===== config.mk =====
export PLATFORM = sky130hd
export DESIGN_NAME = i2c_scl_gen
export DESIGN_NICKNAME = d
export VERILOG_FILES = /design/src/rtl/i2c_scl_pkg.sv /design/src/rtl/i2c_stretch_timer.sv /design/src/rtl/i2c_scl_gen.sv
export SDC_FILE = /design/constraint.sdc
export NUM_CORES = 1
export LEC_CHECK = 0
export ABC_CLOCK_PERIOD_IN_PS = 3650
export CAP_MARGIN = 15
export CORE_UTILIZATION = 50
export CTS_BUF_LIST = sky130_fd_sc_hd__clkbuf_4 sky130_fd_sc_hd__clkbuf_8
export DETAILED_ROUTE_END_ITERATION = 7
export GPL_ROUTABILITY_DRIVEN = 1
export PLACE_DENSITY = 0.74
export SLEW_MARGIN = 15
export SYNTH_ARGS = -nofsm -noshare
export SYNTH_HDL_FRONTEND = slang
export SYNTH_SLANG_ARGS = --single-unit

===== constraint.sdc =====
create_clock -name clk -period 3.65 [get_ports clk]
set_input_delay 0.73 -clock clk [delete_from_list [all_inputs] [get_ports clk]]
set_output_delay 0.73 -clock clk [all_outputs]
set_load 0.02 [all_outputs]

===== src/rtl/i2c_scl_pkg.sv =====
// -----------------------------------------------------------------------------
// i2c_scl_pkg
// Shared types and constants for the I2C SCL / data-strobe generator.
//   scl_state_t  : FSM states (idle plus the four quarters of an SCL period)
//   PH_Q0..PH_Q3 : 2-bit phase codes presented on the phase_o port
//   MIN_DIV      : smallest usable quarter-period in clk cycles
//   state_phase  : maps an FSM state to its phase code (idle reads as Q0)
// -----------------------------------------------------------------------------
package i2c_scl_pkg;

    typedef enum logic [2:0] {
        S_IDLE = 3'd0,
        S_Q0   = 3'd1,
        S_Q1   = 3'd2,
        S_Q2   = 3'd3,
        S_Q3   = 3'd4
    } scl_state_t;

    localparam logic [1:0] PH_Q0 = 2'd0;
    localparam logic [1:0] PH_Q1 = 2'd1;
    localparam logic [1:0] PH_Q2 = 2'd2;
    localparam logic [1:0] PH_Q3 = 2'd3;

    localparam int unsigned MIN_DIV = 32'd2;

    function automatic logic [1:0] state_phase(input scl_state_t s);
        logic [1:0] ph;
        case (s)
            S_Q1:    ph = PH_Q1;
            S_Q2:    ph = PH_Q2;
            S_Q3:    ph = PH_Q3;
            default: ph = PH_Q0;
        endcase
        return ph;
    endfunction

endpackage


===== src/rtl/i2c_stretch_timer.sv =====
// -----------------------------------------------------------------------------
// i2c_stretch_timer
// Counts clock-stretch cycles inside Q2 and flags a sticky timeout.
//   clk, rst      : clock, synchronous active-high reset
//   load_i        : latch tmo_cfg_i (0 selects DEFAULT_TMO) at the start of a period
//   tmo_cfg_i     : timeout in clk cycles
//   clear_i       : clear the stretch counter (Q2 entry)
//   count_en_i    : current cycle is a stretched cycle
//   enable_i      : generator run request; low for a cycle clears the sticky error
//   expire_o      : this stretched cycle reaches the timeout (combinational)
//   tmo_err_o     : sticky timeout flag (registered)
// -----------------------------------------------------------------------------
module i2c_stretch_timer
    import i2c_scl_pkg::*;
#(
    parameter int TMO_W       = 20,
    parameter int DEFAULT_TMO = 100000
) (
    input  logic             clk,
    input  logic             rst,
    input  logic             load_i,
    input  logic [TMO_W-1:0] tmo_cfg_i,
    input  logic             clear_i,
    input  logic             count_en_i,
    input  logic             enable_i,
    output logic             expire_o,
    output logic             tmo_err_o
);

    localparam logic [TMO_W-1:0] TMO_DEF = TMO_W'(DEFAULT_TMO);
    localparam logic [TMO_W-1:0] TMO_ONE = TMO_W'(1);

    logic [TMO_W-1:0] tmo_q, tmo_d;
    logic [TMO_W-1:0] tcnt_q, tcnt_d;
    logic [TMO_W-1:0] tcnt_inc_s;
    logic             err_q, err_d;

    // Next-state for the timeout latch, stretch counter and sticky error
    always_comb begin
        tcnt_inc_s = tcnt_q + TMO_ONE;
        expire_o   = count_en_i && (tcnt_inc_s == tmo_q);

        tmo_d = tmo_q;
        if (load_i) begin
            tmo_d = (tmo_cfg_i == {TMO_W{1'b0}}) ? TMO_DEF : tmo_cfg_i;
        end else begin
            tmo_d = tmo_q;
        end

        if (clear_i) begin
            tcnt_d = {TMO_W{1'b0}};
        end else if (count_en_i) begin
            tcnt_d = tcnt_inc_s;
        end else begin
            tcnt_d = tcnt_q;
        end

        // Setting wins over clearing so an expiry is never lost
        if (expire_o) begin
            err_d = 1'b1;
        end else if (!enable_i) begin
            err_d = 1'b0;
        end else begin
            err_d = err_q;
        end
    end

    // Timer state registers
    always_ff @(posedge clk) begin
        if (rst) begin
            tmo_q  <= TMO_DEF;
            tcnt_q <= {TMO_W{1'b0}};
            err_q  <= 1'b0;
        end else begin
            tmo_q  <= tmo_d;
            tcnt_q <= tcnt_d;
            err_q  <= err_d;
        end
    end

    assign tmo_err_o = err_q;

endmodule


===== src/rtl/i2c_scl_gen.sv =====
// -----------------------------------------------------------------------------
// i2c_scl_gen
// I2C master SCL / data-strobe generator with slave clock-stretch support.
// One SCL period is four quarters of div_q clk cycles each:
//   Q0: SCL low,  data_clk 0   Q1: SCL low,      data_clk 1
//   Q2: SCL high, data_clk 1   Q3: SCL high,     data_clk 0
// Q2 is the stretch window: while the bus reads low the quarter counter holds.
// Ports:
//   clk, rst       : clock, synchronous active-high reset
//   enable_i       : run request; a stop only takes effect at the end of Q3
//   div_cfg_i      : quarter period (0 -> DEFAULT_DIV, clamped to >= MIN_DIV)
//   tmo_cfg_i      : stretch timeout (0 -> DEFAULT_TMO)
//   scl_in_i       : SCL bus level
//   scl_oe_o       : 1 pulls SCL low
//   data_clk_o     : data-phase clock for the bit engine
//   phase_o        : current quarter, 0 when idle
//   busy_o         : not idle
//   q_stb_o        : one-cycle pulse on entry to each quarter
//   stretching_o   : quarter counter frozen by a stretching slave
//   tmo_err_o      : sticky stretch-timeout flag
// Build option: define I2C_SCL_SYNC_EN to pass scl_in_i through a 2-flop
// synchroniser before stretch detection.
// -----------------------------------------------------------------------------
module i2c_scl_gen
    import i2c_scl_pkg::*;
#(
    parameter int DIV_W       = 16,
    parameter int DEFAULT_DIV = 2500,
    parameter int TMO_W       = 20,
    parameter int DEFAULT_TMO = 100000
) (
    input  logic             clk,
    input  logic             rst,
    input  logic             enable_i,
    input  logic [DIV_W-1:0] div_cfg_i,
    input  logic [TMO_W-1:0] tmo_cfg_i,
    input  logic             scl_in_i,
    output logic             scl_oe_o,
    output logic             data_clk_o,
    output logic [1:0]       phase_o,
    output logic             busy_o,
    output logic             q_stb_o,
    output logic             stretching_o,
    output logic             tmo_err_o
);

    localparam logic [DIV_W-1:0] DIV_ONE = DIV_W'(1);
    localparam logic [DIV_W-1:0] DIV_MIN = DIV_W'(MIN_DIV);
    localparam logic [DIV_W-1:0] DIV_DEF = DIV_W'(DEFAULT_DIV);

    scl_state_t       state_q, state_d;
    logic [DIV_W-1:0] cnt_q, cnt_d;
    logic [DIV_W-1:0] div_q, div_d;
    logic             scl_s;
    logic             freeze_s;
    logic             last_s;
    logic             load_s;
    logic             q2_entry_s;
    logic             expire_s;
    logic             tmo_err_s;

`ifdef I2C_SCL_SYNC_EN
    logic [1:0] scl_sync_q;

    // Two-flop synchroniser; resets to the released (high) bus level
    always_ff @(posedge clk) begin
        if (rst) begin
            scl_sync_q <= 2'b11;
        end else begin
            scl_sync_q <= {scl_sync_q[0], scl_in_i};
        end
    end

    assign scl_s = scl_sync_q[1];
`else
    assign scl_s = scl_in_i;
`endif

    // Next state, quarter counter and divider latch
    always_comb begin
        freeze_s = (state_q == S_Q2) && !scl_s;
        last_s   = (cnt_q == (div_q - DIV_ONE));
        state_d  = state_q;
        cnt_d    = cnt_q;
        load_s   = 1'b0;

        case (state_q)
            S_IDLE: begin
                cnt_d = {DIV_W{1'b0}};
                if (enable_i && !tmo_err_s) begin
                    state_d = S_Q0;
                    load_s  = 1'b1;
                end else begin
                    state_d = S_IDLE;
                end
            end
            S_Q0, S_Q1: begin
                if (last_s) begin
                    state_d = (state_q == S_Q0) ? S_Q1 : S_Q2;
                    cnt_d   = {DIV_W{1'b0}};
                end else begin
                    cnt_d = cnt_q + DIV_ONE;
                end
            end
            S_Q2: begin
                // Timeout abandons the period and releases SCL immediately
                if (expire_s) begin
                    state_d = S_IDLE;
                    cnt_d   = {DIV_W{1'b0}};
                end else if (freeze_s) begin
                    cnt_d = cnt_q;
                end else if (last_s) begin
                    state_d = S_Q3;
                    cnt_d   = {DIV_W{1'b0}};
                end else begin
                    cnt_d = cnt_q + DIV_ONE;
                end
            end
            S_Q3: begin
                if (last_s) begin
                    cnt_d = {DIV_W{1'b0}};
                    if (enable_i) begin
                        state_d = S_Q0;
                        load_s  = 1'b1;
                    end else begin
                        state_d = S_IDLE;
                    end
                end else begin
                    cnt_d = cnt_q + DIV_ONE;
                end
            end
            default: begin
                state_d = S_IDLE;
                cnt_d   = {DIV_W{1'b0}};
            end
        endcase

        q2_entry_s = (state_q == S_Q1) && (state_d == S_Q2);

        // Divider only changes at a period boundary so periods are never mixed
        if (load_s) begin
            if (div_cfg_i == {DIV_W{1'b0}}) begin
                div_d = DIV_DEF;
            end else if (div_cfg_i < DIV_MIN) begin
                div_d = DIV_MIN;
            end else begin
                div_d = div_cfg_i;
            end
        end else begin
            div_d = div_q;
        end
    end

    i2c_stretch_timer #(
        .TMO_W       (TMO_W),
        .DEFAULT_TMO (DEFAULT_TMO)
    ) u_timer (
        .clk        (clk),
        .rst        (rst),
        .load_i     (load_s),
        .tmo_cfg_i  (tmo_cfg_i),
        .clear_i    (q2_entry_s),
        .count_en_i (freeze_s),
        .enable_i   (enable_i),
        .expire_o   (expire_s),
        .tmo_err_o  (tmo_err_s)
    );

    // FSM registers; outputs are decoded from the next state so they line up with it
    always_ff @(posedge clk) begin
        if (rst) begin
            state_q      <= S_IDLE;
            cnt_q        <= {DIV_W{1'b0}};
            div_q        <= DIV_DEF;
            scl_oe_o     <= 1'b0;
            data_clk_o   <= 1'b0;
            phase_o      <= PH_Q0;
            busy_o       <= 1'b0;
            q_stb_o      <= 1'b0;
            stretching_o <= 1'b0;
        end else begin
            state_q      <= state_d;
            cnt_q        <= cnt_d;
            div_q        <= div_d;
            scl_oe_o     <= (state_d == S_Q0) || (state_d == S_Q1);
            data_clk_o   <= (state_d == S_Q1) || (state_d == S_Q2);
            phase_o      <= state_phase(state_d);
            busy_o       <= (state_d != S_IDLE);
            q_stb_o      <= (state_d != state_q) && (state_d != S_IDLE);
            stretching_o <= freeze_s && !expire_s;
        end
    end

    assign tmo_err_o = tmo_err_s;

endmodule


Word-level counts from Yosys, hierarchy flattened
Index checks and enable logic that the tools add are counted.
{"block": "totals", "reg_bits": 83, "output_inout_bits": 8, "wordCells": 70}
{"block": "op_classes", "add_sub_neg": 3, "magnitude_cmp": 1, "n_eq_ne": 13, "mux": 23, "reduce_logical": 18}
{"op": "16-bit 2-to-1 mux", "n": 5}
{"op": "16-bit case mux with 2 select lines", "n": 1}
{"op": "20-bit by 1-bit adder with 20-bit output, second input constant", "n": 1}
{"op": "20-bit equality test", "n": 1}
{"op": "20-bit logical NOT", "n": 1}
{"op": "20-bit 2-to-1 mux", "n": 1}
{"op": "16-bit by 1-bit adder with 16-bit output, second input constant", "n": 1}
{"op": "16-bit equality test", "n": 1}
{"op": "16-bit logical NOT", "n": 1}
{"op": "16-bit by 2-bit less-than comparator with 1-bit output, second input constant", "n": 1}
{"op": "16-bit by 1-bit subtractor with 16-bit output, second input constant", "n": 1}
{"op": "3-bit 2-to-1 mux", "n": 5}
{"op": "3-bit by 2-bit equality test with 1-bit output, second input constant", "n": 4}
{"op": "3-bit case mux with 4 select lines", "n": 1}
{"op": "1-bit 2-to-1 mux", "n": 8}
{"op": "3-bit by 1-bit equality test with 1-bit output, second input constant", "n": 2}
{"op": "3-bit equality test, second input constant", "n": 2}
{"op": "1-bit logical AND", "n": 6}
{"op": "2-bit case mux with 3 select lines", "n": 1}
{"op": "2-bit OR reduction", "n": 2}
{"op": "1-bit logical NOT", "n": 3}
{"op": "3-bit logical NOT", "n": 1}
{"op": "3-bit != test", "n": 1}
{"op": "3-bit != test, second input constant", "n": 1}
{"op": "other kinds (5)", "n": 6}

Logic depth before layout (Yosys ltp)
{"block": "depth", "depth_word": 9, "mapped_depth": 13}

Hierarchy
From an unflattened synthesis, not the netlist that was laid out.
{"block": "unflattened", "cells_unflattened": 601, "area_unflattened_um2": 4885.9}
{"module": "i2c_scl_gen", "n_inst": 1, "cells_each": 323, "area_each_um2": 2496.1, "seq_area_each_um2": 840.8}
{"module": "i2c_stretch_timer", "n_inst": 1, "cells_each": 278, "area_each_um2": 2389.8, "seq_area_each_um2": 820.8}

Worst setup path before layout
OpenSTA, ideal clock, no wires.
{"block": "synth_path", "kind": "flip-flop to flip-flop", "from": "register div_q[0]", "to": "register scl_oe_o", "setup_time_ns": 0.117, "t_arrival_ns": 2.879, "required_time_ns": 3.533, "setup_slack_ns": 0.654, "stages_incl_launch_ff": 12, "n_path_buf": 0, "synth_period_minus_slack_ns": 2.996, "path_cell_list": "dfxtp_1 > inv_1 > ha_1 > or3b_1 > nor4_1 > a31oi_1 > or4_1 > and2_1 > or4_1 > o21a_2 > nor3b_2 > a22o_1"}
{"block": "synth_via", "elab_chain_len": 8, "word_cells_on_any_way": 11, "classes_between": "add/sub: 1; eq/ne: 3; mux: 6; reduce/logical: 1"}
{"element": "from (decl)", "line": "i2c_scl_gen.sv:53", "text": "logic [DIV_W-1:0] div_q, div_d;"}
{"element": "from (signal assigned)", "line": "i2c_scl_gen.sv:184", "text": "div_q <= div_d;"}
{"element": "16-bit by 1-bit subtractor with 16-bit output *", "line": "i2c_scl_gen.sv:82", "text": "last_s = (cnt_q == (div_q - DIV_ONE));"}
{"element": "16-bit equality test *", "line": "i2c_scl_gen.sv:82"}
{"element": "3-bit 2-to-1 mux", "line": "i2c_scl_gen.sv:112", "text": "end else if (last_s) begin"}
{"element": "3-bit 2-to-1 mux", "line": "i2c_scl_gen.sv:110", "text": "end else if (freeze_s) begin"}
{"element": "3-bit 2-to-1 mux", "line": "i2c_scl_gen.sv:107", "text": "if (expire_s) begin"}
{"element": "3-bit case mux with 4 select lines *", "line": "i2c_scl_gen.sv:87", "text": "case (state_q)"}
{"element": "3-bit by 1-bit equality test with 1-bit output or 3-bit by 2-bit equality test with 1-bit output (tied branches)", "line": "i2c_scl_gen.sv:185", "text": "scl_oe_o <= (state_d == S_Q0) || (state_d == S_Q1);"}
{"element": "1-bit logical OR *", "line": "i2c_scl_gen.sv:185"}
{"element": "to (signal assigned)", "line": "i2c_scl_gen.sv:185"}
{"element": "to (decl)", "line": "i2c_scl_gen.sv:38", "text": "output logic scl_oe_o,"}
Mark *: on every way between the ends. The rest lies on a longest branch, timed or not.
A chain may end at the register's enable or synchronous reset.

Final worst setup path
Ends and elaborated chain as after synthesis.

==> report_table.html <==
<table>
<tr><th>Metric</th><th>Value</th></tr>
<tr><th colspan="2">Die</th></tr>
<tr><td>Die Wd</td><td>100 µm</td></tr>
<tr><td>Chip height</td><td>100 µm</td></tr>
<tr><td>Core footprint</td><td>9280 µm²</td></tr>
<tr><td>Effective utilization at floorplan</td><td>52.1%</td></tr>
<tr><td>Top-Level Pins</td><td>48</td></tr>
<tr><td>Area of the die</td><td>10100 µm²</td></tr>
<tr><td>Placement row count</td><td>35</td></tr>
<tr><th colspan="2">Worst setup path</th></tr>
<tr><td>Largest stage delay on the critical path</td><td>0.43 ns</td></tr>
<tr><td>Endpoint type of the worst setup path</td><td>register</td></tr>
<tr><td>Critical Path AT</td><td>3.63 ns</td></tr>
<tr><td>CP required</td><td>3.91 ns</td></tr>
<tr><td>Critical path start-end classification</td><td>register to register</td></tr>
<tr><td>Cells along the critical path</td><td>inv_1 -&gt; ha_1 -&gt; or3b_1 -&gt; nor4_1 -&gt; a31oi_1 -&gt; or4_1 -&gt; and2_1 -&gt; nor3_4 -&gt; a41oi_2 -&gt; buf_4 -&gt; and3_1 -&gt; a22o_1</td></tr>
<tr><td>Highest fanout seen on the critical path</td><td>39</td></tr>
<tr><td>Critical path startpoint category</td><td>register</td></tr>
<tr><td>Slowest cell on the critical path</td><td>sky130_fd_sc_hd__or3b_1</td></tr>
<tr><th colspan="2">Timing</th></tr>
<tr><td>Highest clock rate</td><td>0.296 GHz</td></tr>
<tr><td>Final setup violation count</td><td>0</td></tr>
<tr><td>Unrepaired setup endpoints after global routing</td><td>false</td></tr>
<tr><td>Time the worst path needs with I/O delays and setup</td><td>3.38 ns</td></tr>
<tr><td>Final worst path period share</td><td>92.6%</td></tr>
<tr><td>Final sum of negative setup slack</td><td>0 ns</td></tr>
<tr><td>Final clock skew</td><td>0.00844 ns</td></tr>
<tr><td>Hold Fails Final Rpt</td><td>0</td></tr>
<tr><td>Final slew viol count</td><td>0</td></tr>
<tr><td>Max transition margin</td><td>48.6%</td></tr>
<tr><td>Worst-margin pin slew</td><td>0.764 ns</td></tr>
<tr><th colspan="2">Final layout</th></tr>
<tr><td>Signed area change from the synthesized netlist to the final layout</td><td>17.1%</td></tr>
<tr><td>Storage cell area</td><td>1660 µm²</td></tr>
<tr><td>Number of nets in the layout</td><td>718</td></tr>
<tr><td>Most common cell after layout, fill and taps aside</td><td>sky130_fd_sc_hd__nand2_1</td></tr>
<tr><td>Layout filler cell count</td><td>863</td></tr>
<tr><td>Final Cell Area</td><td>5670 µm²</td></tr>
<tr><td>Most frequent cells in the layout</td><td>87 x sky130_fd_sc_hd__nand2_1, 83 x sky130_fd_sc_hd__dfxtp_1, 55 x sky130_fd_sc_hd__nor2_1</td></tr>
<tr><td>Total inserted antenna cells</td><td>0</td></tr>
<tr><td>Multi-input logic area</td><td>2930 µm²</td></tr>
<tr><td>Ratio of cells with drive above 1 in the final layout</td><td>7.50%</td></tr>
<tr><th colspan="2">Placed design</th></tr>
<tr><td>Number of port buffers</td><td>47</td></tr>
<tr><td>Sum of net half-perimeters after detailed placement</td><td>9210 µm</td></tr>
<tr><td>Final GP Congestion</td><td>0.915</td></tr>
<tr><td>Cell area after placement</td><td>5450 µm²</td></tr>
<tr><th colspan="2">Synth</th></tr>
<tr><td>Synthesized area per cell</td><td>7.64 µm²</td></tr>
<tr><td>Number of enable-type register cells in the synthesized netlist</td><td>0</td></tr>
<tr><td>Instance count of the mapped netlist</td><td>633</td></tr>
<tr><td>Most instantiated flip-flop cell in the synthesis netlist</td><td>sky130_fd_sc_hd__dfxtp_1</td></tr>
<tr><td>Number of distinct library cell variants in the gate-level netlist after synthesis</td><td>63</td></tr>
<tr><td>Sequential element share of the synthesized area</td><td>34.4%</td></tr>
<tr><td>Cell area after synthesis</td><td>4840 µm²</td></tr>
<tr><td>Synth Net Count</td><td>676</td></tr>
<tr><td>Fraction of registers with async set or reset after synthesis</td><td>0%</td></tr>
<tr><td>Number of synthesized register bits</td><td>83</td></tr>
<tr><td>Yosys synthesis warning count</td><td>0</td></tr>
<tr><th colspan="2">Global routing</th></tr>
<tr><td>Tot GR Track Use</td><td>25.7%</td></tr>
<tr><td>Total grt overflow</td><td>0</td></tr>
<tr><td>Initial antenna violation count</td><td>0</td></tr>
<tr><td>Vias in the first global route</td><td>4443</td></tr>
<tr><td>Largest net degree at the start of global routing</td><td>41</td></tr>
<tr><td>Wire length of the first global-routing pass</td><td>20600 µm</td></tr>
<tr><th colspan="2">Clock network</th></tr>
<tr><td>Root buffer cell</td><td>sky130_fd_sc_hd__clkbuf_8</td></tr>
<tr><td># Post-CTS Setup Buffers</td><td>0</td></tr>
<tr><td>Maximum number of buffers from clock root to sink</td><td>2</td></tr>
<tr><td># clock sinks</td><td>83</td></tr>
<tr><td>Clock-pin transition on the worst setup and hold timing paths</td><td>0.09 ns</td></tr>
<tr><td>H-tree Lvls</td><td>3</td></tr>
<tr><td>CTS tree</td><td>built</td></tr>
<tr><td>Total of cells resized after clock tree synthesis</td><td>0</td></tr>
<tr><td>Clock buffers created by TritonCTS</td><td>9</td></tr>
<tr><td>Clock latency on the worst-skew pair</td><td>0.36 ns</td></tr>
<tr><td>CTS hold repair buffers</td><td>0</td></tr>
<tr><th colspan="2">Detailed routing</th></tr>
<tr><td>Detailed-route DRC error count</td><td>0</td></tr>
<tr><td>Antenna-violating nets left</td><td>0</td></tr>
<tr><td>Routed length per placed instance</td><td>15.5 µm</td></tr>
<tr><td>DR iter-0 viols</td><td>274</td></tr>
<tr><td>DR vias</td><td>4695</td></tr>
<tr><td>Drt first pass iters</td><td>5</td></tr>
<tr><td>Total routed wirelength</td><td>12500 µm</td></tr>
<tr><td>Vias/cell</td><td>5.80</td></tr>
<tr><th colspan="2">Worst hold path</th></tr>
<tr><td>Path type of the worst min-delay path</td><td>register to register</td></tr>
<tr><th colspan="2">Flow run</th></tr>
<tr><td>Number of maximum-capacitance violations</td><td>0</td></tr>
<tr><th colspan="2">Power and ir drop</th></tr>
<tr><td>Power density over the cells</td><td>339 nW/µm²</td></tr>
<tr><td>Max VDD drop</td><td>200 µV</td></tr>
<tr><td>Leakage power total</td><td>1.93 nW</td></tr>
<tr><th colspan="2">Run status</th></tr>
<tr><td>Outcome</td><td>complete, no violations</td></tr>
</table>
## worst max-delay path, delay by kind of cell (launching register included)
family	cells	cell delay (ns)
flip-flops	1	0.39
buffers and inverters	2	0.37
AO/OA/AOI/OAI	3	0.41
AND/OR/NAND/NOR	6	1.90
adder cells (fa/ha/maj)	1	0.19
## cell usage after synthesis, types with 7 or more instances
| cell type | n | area share (%) |
|---|---|---|
| sky130_fd_sc_hd__xnor2_1 | 38 | 6.9 |
| sky130_fd_sc_hd__nand3_1 | 25 | 2.6 |
| sky130_fd_sc_hd__dfxtp_1 | 83 | 34 |
| sky130_fd_sc_hd__nor2_1 | 55 | 4.3 |
| sky130_fd_sc_hd__and3_1 | 17 | 2.2 |
| sky130_fd_sc_hd__nor3_1 | 28 | 2.9 |
| sky130_fd_sc_hd__inv_1 | 24 | 1.9 |
| sky130_fd_sc_hd__buf_2 | 13 | 1.3 |
| sky130_fd_sc_hd__nor4_1 | 20 | 2.6 |
| sky130_fd_sc_hd__clkbuf_1 | 17 | 1.3 |
| sky130_fd_sc_hd__o21ai_0 | 35 | 3.6 |
| sky130_fd_sc_hd__xor2_1 | 22 | 4.0 |
| sky130_fd_sc_hd__nand4_1 | 13 | 1.7 |
| sky130_fd_sc_hd__or4_1 | 7 | 1.1 |
| sky130_fd_sc_hd__nand2b_1 | 8 | 1.0 |
| sky130_fd_sc_hd__nand2_1 | 87 | 6.8 |
| sky130_fd_sc_hd__a21oi_1 | 43 | 4.4 |
## logic make-up (layout without fill, tap and decap cells)
group | count (synthesis) | in the layout | share of synthesized area [%]
buf+inv | 60 | 107 | 5.54
mux | 4 | 4 | 0.854
simple gates | 298 | 298 | 31.7
compound gates | 125 | 125 | 15.9
flops | 83 | 83 | 34.4
fa+ha+maj | 3 | 3 | 0.776
xor+xnor | 60 | 60 | 10.9
## layer usage
metal  wire length [µm]  vias up  part of all wire (%)  track usage (%)
met2               5690      194                    45             41.7
met5                  0        -                     0                0
met4                237        0                   1.9             9.81
met3                820       30                   6.6             3.83
met1               5770     2155                    46             34.6
li1                   -     2316                     -                -
## path summary, 6_finish.rpt
check | start | to | slack, ns | depth (start not counted)
hold reg to reg | div_q[15] | div_q[15] | 0.47 | 2
hold / removal | div_q[15] | div_q[15] | 0.47 | 2
setup reg to reg | div_q[0] | scl_oe_o | 0.27 | 12
setup / recovery | div_q[0] | scl_oe_o | 0.27 | 12
## power breakdown
part           internal (mW)  leakage, nW  switching [mW]
combinational          0.115         1.15           0.133
clock                  0.328        0.102           0.370
sequential             0.935        0.676          0.0395
total                   1.38         1.93           0.542
## state kept, by name (all words and copies together) (netlist names)
| name | flops |
|---|---|
| stretching_o | 1 |
| u_timer.tmo_err_o | 1 |
| state_q | 3 |
| data_clk_o | 1 |
| scl_oe_o | 1 |
| u_timer.tmo_q | 20 |
| busy_o | 1 |
| q_stb_o | 1 |
| u_timer.tcnt_q | 20 |
| div_q | 16 |
| phase_o | 2 |
| cnt_q | 16 |
## metrics by stage
stage	util, %	cells	power [mW]	hold slack, ns	setup WS [ns]
2_1_floorplan	-	633	1.14	0.448	0.654
3_3_place_gp	58.7	793	1.23	0.458	0.403
3_5_place_dp	58.7	793	1.24	0.461	0.285
4_1_cts	61.0	809	1.93	0.473	0.268
5_1_grt	61.0	809	2.00	0.510	0.0155
6_report	61.0	809	1.92	0.472	0.271
## area by class of cell
| cell class | instances | area share [%] |
|---|---|---|
| multi-input cells | 490 | 51.6 |
| flip-flops and latches | 83 | 29.3 |
| repair buffers | 67 | 11.0 |
| well taps | 129 | 2.85 |
| clock buffers | 9 | 2.19 |
| inverters | 24 | 1.59 |
| clock inverters | 7 | 1.48 |
Power figures use the tool's default switching activity.
